`src/rtl/decode_stage.sv`:
```
// Operand-fetch/decode stage feeding the ALU: register file with writeback bypass,
// Beta opcode decode, pending-write scoreboard interlock and execute pipeline register.
module decode_stage #(
   parameter int NREG  = 32,
   parameter bit SB_EN = 1'b1
) (
   input  logic        clk,
   input  logic        rst,
   input  logic        in_valid,
   output logic        in_ready,
   input  logic [31:0] in_inst,
   input  logic [31:0] in_pc,
   output logic        out_valid,
   input  logic        out_ready,
   output logic [31:0] ex_a,
   output logic [31:0] ex_b,
   output logic [5:0]  ex_fn,
   output logic [4:0]  ex_rc,
   output logic        ex_wr_en,
   output logic        ex_mem_rd,
   output logic        ex_mem_wr,
   output logic [31:0] ex_st_data,
   output logic        ex_illegal,
   output logic [31:0] ex_pc,
   input  logic        wb_en,
   input  logic [4:0]  wb_addr,
   input  logic [31:0] wb_data
);
   localparam logic [5:0] FN_ADD = 6'b010000;
   localparam logic [4:0] RZERO  = 5'd31;

   logic [31:0]     regs_reg [NREG];
   logic [NREG-1:0] pend_reg, pend_next, busy;

   logic [5:0]  op;
   logic [4:0]  rc, ra, rb;
   logic [31:0] lit_sext, rd_a, rd_b, rd_c;
   logic        arith, is_reg, is_ld, is_st, illegal, wr_en, hazard, accept;
   logic [5:0]  fn;
   logic [31:0] b_next;

   logic        out_valid_reg, ex_wr_en_reg, ex_mem_rd_reg, ex_mem_wr_reg, ex_illegal_reg;
   logic [31:0] ex_a_reg, ex_b_reg, ex_st_data_reg, ex_pc_reg;
   logic [5:0]  ex_fn_reg;
   logic [4:0]  ex_rc_reg;

   assign op       = in_inst[31:26];
   assign rc       = in_inst[25:21];
   assign ra       = in_inst[20:16];
   assign rb       = in_inst[15:11];
   assign lit_sext = {{16{in_inst[15]}}, in_inst[15:0]};

   // A register being written back this cycle is read as the incoming value.
   function automatic logic [31:0] rd_port(input logic [4:0] addr);
      if (addr == RZERO)
         return '0;
      else if (wb_en && wb_addr == addr)
         return wb_data;
      else
         return regs_reg[addr];
   endfunction

   assign rd_a = rd_port(ra);
   assign rd_b = rd_port(rb);
   assign rd_c = rd_port(rc);

   always_comb begin
      arith = 1'b1;
      fn    = FN_ADD;
      case (op[3:0])
         4'h0: fn = 6'b010000;
         4'h1: fn = 6'b010001;
         4'h4: fn = 6'b000011;
         4'h5: fn = 6'b000101;
         4'h6: fn = 6'b000111;
         4'h8: fn = 6'b101000;
         4'h9: fn = 6'b101100;
         4'hA: fn = 6'b100000;
         4'hC: fn = 6'b110000;
         4'hD: fn = 6'b110001;
         4'hE: fn = 6'b110010;
         default: arith = 1'b0;
      endcase
      // ALU ops live at 0x20-0x2F (register form) and 0x30-0x3F (literal form).
      if (op[5:4] != 2'b10 && op[5:4] != 2'b11)
         arith = 1'b0;
      if (!arith)
         fn = FN_ADD;
      is_ld   = (op == 6'h18);
      is_st   = (op == 6'h19);
      is_reg  = arith && !op[4];
      illegal = !(arith || is_ld || is_st);
      wr_en   = (arith || is_ld) && (rc != RZERO);
      b_next  = is_reg ? rd_b : lit_sext;
   end

   genvar gi;
   generate
      for (gi = 0; gi < NREG; gi++) begin : g_sb
         assign busy[gi] = pend_reg[gi] && !(wb_en && wb_addr == 5'(gi));
         if (gi == NREG - 1) begin : g_zero
            assign pend_next[gi] = 1'b0;
         end else begin : g_pend
            // A new reservation overrides a same-cycle writeback of the same register.
            assign pend_next[gi] = (accept && wr_en && rc == 5'(gi)) || busy[gi];
         end
      end
   endgenerate

   assign hazard   = SB_EN && (busy[ra] || (is_reg && busy[rb]) || ((is_st || wr_en) && busy[rc]));
   assign in_ready = !hazard && (!out_valid_reg || out_ready);
   assign accept   = in_valid && in_ready;

   always_ff @(posedge clk or posedge rst) begin
      if (rst) begin
         for (int i = 0; i < NREG; i++)
            regs_reg[i] <= '0;
         pend_reg <= '0;
      end else begin
         if (wb_en && wb_addr != RZERO)
            regs_reg[wb_addr] <= wb_data;
         pend_reg <= pend_next;
      end
   end

   always_ff @(posedge clk or posedge rst) begin
      if (rst) begin
         out_valid_reg  <= 1'b0;
         ex_a_reg       <= '0;
         ex_b_reg       <= '0;
         ex_fn_reg      <= '0;
         ex_rc_reg      <= '0;
         ex_wr_en_reg   <= 1'b0;
         ex_mem_rd_reg  <= 1'b0;
         ex_mem_wr_reg  <= 1'b0;
         ex_st_data_reg <= '0;
         ex_illegal_reg <= 1'b0;
         ex_pc_reg      <= '0;
      end else if (accept) begin
         out_valid_reg  <= 1'b1;
         ex_a_reg       <= rd_a;
         ex_b_reg       <= b_next;
         ex_fn_reg      <= fn;
         ex_rc_reg      <= rc;
         ex_wr_en_reg   <= wr_en;
         ex_mem_rd_reg  <= is_ld;
         ex_mem_wr_reg  <= is_st;
         ex_st_data_reg <= rd_c;
         ex_illegal_reg <= illegal;
         ex_pc_reg      <= in_pc;
      end else if (out_ready) begin
         out_valid_reg  <= 1'b0;
      end
   end

   assign out_valid  = out_valid_reg;
   assign ex_a       = ex_a_reg;
   assign ex_b       = ex_b_reg;
   assign ex_fn      = ex_fn_reg;
   assign ex_rc      = ex_rc_reg;
   assign ex_wr_en   = ex_wr_en_reg;
   assign ex_mem_rd  = ex_mem_rd_reg;
   assign ex_mem_wr  = ex_mem_wr_reg;
   assign ex_st_data = ex_st_data_reg;
   assign ex_illegal = ex_illegal_reg;
   assign ex_pc      = ex_pc_reg;
endmodule

```
`config.mk`:
```
export PLATFORM = sky130hd
export DESIGN_NAME = decode_stage
export DESIGN_NICKNAME = d
export VERILOG_FILES = /design/src/rtl/decode_stage.sv
export SDC_FILE = /design/constraint.sdc
export NUM_CORES = 2
export LEC_CHECK = 0
export CORE_MARGIN = 10
export CORE_UTILIZATION = 55
export DETAILED_ROUTE_END_ITERATION = 8
export PLACE_DENSITY = 0.7
export SYNTH_ARGS = -nofsm -noshare
export SYNTH_HDL_FRONTEND = slang
export SYNTH_SLANG_ARGS = --single-unit
```
`constraint.sdc`:
```
create_clock -name clk -period 62.7 [get_ports clk]
set_clock_uncertainty 0.05 [all_clocks]
set_input_delay 12.54 -clock clk [delete_from_list [all_inputs] [get_ports clk]]
set_output_delay 12.54 -clock clk [all_outputs]
set_load 0.005 [all_outputs]
```
==> reports/qor.csv <==
stage;metric;value;unit
outcome;status;finished clean;
synth;synth-edff-count;0;
route;viasPerCell;7.31;
power_and_ir_drop;p_leak;33.0;nW
global_route;globalRouteOverflowTotal;0;
floorplanning;row_count;131;
global_route;grt_start_max_net_pins;177;
synth;syn_nets;4729;
synth;ys_warn_count;0;
clock_network;clk_latency;0.79;ns
global_route;grt_pass1_vias;46966;
placed_design;hpwl;127;mm
clock_network;path_clk_slew;0.05;ns
setup_path;end_kind;output port;
sta;tightest_slew;1.33;ns
floorplanning;core_area;0.128;sq mm
global_route;grt_pass1_wl;325;mm
power_and_ir_drop;pwr-share-seq;41.5;%
power_and_ir_drop;p_int;1.85;mW
power_and_ir_drop;peakVddDrop;0.0000304;V
synth;avgSynthCellArea;15.4;sq um
power_and_ir_drop;pwr-share-clk;32.7;%
placed_design;place_area;0.0746;sq mm
clock_network;post-cts-setup-buffers;0;
setup_path;crit_path_max_fanout;33;
clock_network;cts_max_path_buffers;3;
min_path;hold_class;reg2reg;
final_layout;nNetsFinal;4690;
sta;final_hold_viol_count;0;
clock_network;numClockSinks;1199;
placed_design;io_buffers;250;
sta;period_needed;29.59;ns
synth;synth_top_flop_cell;dfrtp_1;
route;drt-pass1-iter-count;6;
final_layout;layout_commonest_cell;dfrtp_1;
job;maxCapViolations;0;
synth;async_reset_ff_share;100;%
floorplanning;die_area;0.144;sq mm
setup_path;required;50.11;ns
route;vias;46488;
route;drc;0;
power_and_ir_drop;combinationalPowerShare;25.8;%
route;ant_nets;0;
power_and_ir_drop;switchingPower;0.723;mW
final_layout;final_cell_mix;dfrtp_1, mux2_2, mux4_2;
clock_network;numCtsBuffers;137;
global_route;use_met1;43.4;%
clock_network;htreeDepth;4;
power_and_ir_drop;powerDensity;32.5;mW/mm^2
power_and_ir_drop;p_total;2.58;mW
synth;syn_area;0.0710;sq mm
global_route;use_met3;7.60;%
sta;fin_tns_setup;0;ns
final_layout;drive_gt1_share;51.5;%
floorplanning;start_util;55.5;%
global_route;busiest_layer;met2;
synth;synth-seq-area-share;42.3;%
synth;syn_inst;4623;
clock_network;cts_tree;built;
sta;slew_viol_final;0;
sta;finalCritPeriodShare;47.2;%
floorplanning;die_x;379;um
setup_path;worst_setup_path_start_kind;input port;
global_route;antenna_found_initial;5;
placed_design;place_congestion;0.845;
final_layout;syn_to_final_growth;11.7;%
route;totalWireLength;220;mm
global_route;grt.met2_usage;46.8;%
synth;synthDistinctLibCells;68;
sta;finalSetupViolCount;0;
global_route;grtUsageTotal;30.8;%
final_layout;largest_reg_flops;1024;
sta;fmax;33.8;MHz
sta;rsz0062_at_grt;false;
route;drtIter0Drc;5558;
final_layout;fin_area;0.0793;sq mm
clock_network;cts_resized;0;
clock_network;ctsHoldBuffers;0;
power_and_ir_drop;swShare;28.1;%
final_layout;n_fill_cell;9371;
floorplanning;ioPinCount;251;
synth;synth_seq_cells;1199;
setup_path;arrival;17.00;ns
route;wire_per_inst;34.7;um
sta;slew_headroom;10.9;%
setup_path;path_class;in2out;
clock_network;root_buffer;clkbuf_16;
floorplanning;die_h;379;um
-- through the flow --
stage,hold slack (ns),std cells,util [%],setup slack (ns)
3_5_place_dp,0.350,6107,58.4,33.18
2_1_floorplan,0.406,4623,-,16.33
6_report,0.361,6357,62.0,33.11
5_1_grt,0.375,6354,62.0,33.02
3_3_place_gp,0.342,6107,58.4,33.19
4_1_cts,0.364,6354,62.0,33.17
-- synth_stat cells, types with 6 or more instances --
cell type / instances / area (sq um)
dfrtp_1: 1199 / 30000
mux2_2: 1049 / 11800
mux4_2: 966 / 21800
clkbuf_1: 374 / 1400
nand2_1: 278 / 1040
buf_1: 129 / 484
mux2i_1: 100 / 1000
nor2_1: 100 / 375
o21ai_0: 86 / 430
a211oi_1: 68 / 510
o41ai_1: 20 / 175
buf_2: 19 / 95.1
mux2_1: 19 / 214
o211ai_1: 18 / 135
buf_6: 16 / 180
nand3_1: 16 / 80.1
inv_1: 13 / 48.8
xor2_1: 13 / 114
o21ai_1: 11 / 55.1
o41ai_2: 11 / 179
a21oi_1: 9 / 45.0
nor2b_1: 7 / 43.8
nand2b_1: 6 / 37.5
nor3_1: 6 / 30.0
nor4_1: 6 / 37.5
or2_2: 6 / 37.5
-- logic make-up (layout without fill, tap and decap cells) --
kind of cell    count (synthesis)  count (layout)  share of synthesized area, %
flops                        1199            1199                          42.3
mux                          2134            2134                          49.0
compound gates                264             264                          2.66
other cells                     0               3                             0
simple gates                  454             454                          2.72
buf+inv                       556             625                          3.15
xor+xnor                       16              16                         0.197
-- final cells by class --
cell class / count / area [sq um] / share of cell area (%)
multi-input combinational: 2868 / 39000 / 49.2
sequential: 1199 / 30000 / 37.8
timing repair buffer: 361 / 3420 / 4.31
clock inverter: 42 / 557 / 0.702
clock buffer: 205 / 4140 / 5.23
antenna: 3 / 7.51 / 0.00947
inverter: 17 / 77.6 / 0.0978
tap: 1662 / 2080 / 2.62
-- worst paths after layout --
| path | startpoint | end | slack [ns] | cells after the start |
|---|---|---|---|---|
| max in group asynchronous | rst | regs_reg[168] | 45.81 | 7 |
| min in group asynchronous | rst | ex_pc[7] | 12.28 | 2 |
| worst max register to register | pend_reg[2] | ex_pc[19] | 58.21 | 9 |
| worst min-delay path | regs_reg[19] | regs_reg[19] | 0.36 | 0 |
| worst min register to register | regs_reg[19] | regs_reg[19] | 0.36 | 0 |
| worst max-delay path | wb_en | in_ready | 33.11 | 9 |
-- power by group through the flow --
stage | clock, mW | sequential, mW | combinational, mW
detailed placement | 0 | 1.08 | 0.664
global placement | 0 | 1.06 | 0.655
floorplan | 0 | 1.04 | 0.468
global route | 0.883 | 1.09 | 0.703
CTS | 0.853 | 1.06 | 0.667
finish | 0.843 | 1.07 | 0.663
-- metal layers --
layer / wire length (um) / share of wire [%]
met5: 10 / 0.0045
met4: 8350 / 3.8
met3: 22000 / 10
met2: 102000 / 46
met1: 88200 / 40
-- worst max-delay path, cell delays in order --
cell,delay [ns]
clkdlybuf4s50_1,0.94
nand4b_1,0.86
or2_4,0.84
nand2_1,0.21
mux4_2,0.26
nand2_1,0.06
a311oi_2,0.44
and3b_1,0.30
clkdlybuf4s50_1,0.53
(Power assumes the default switching activity.)
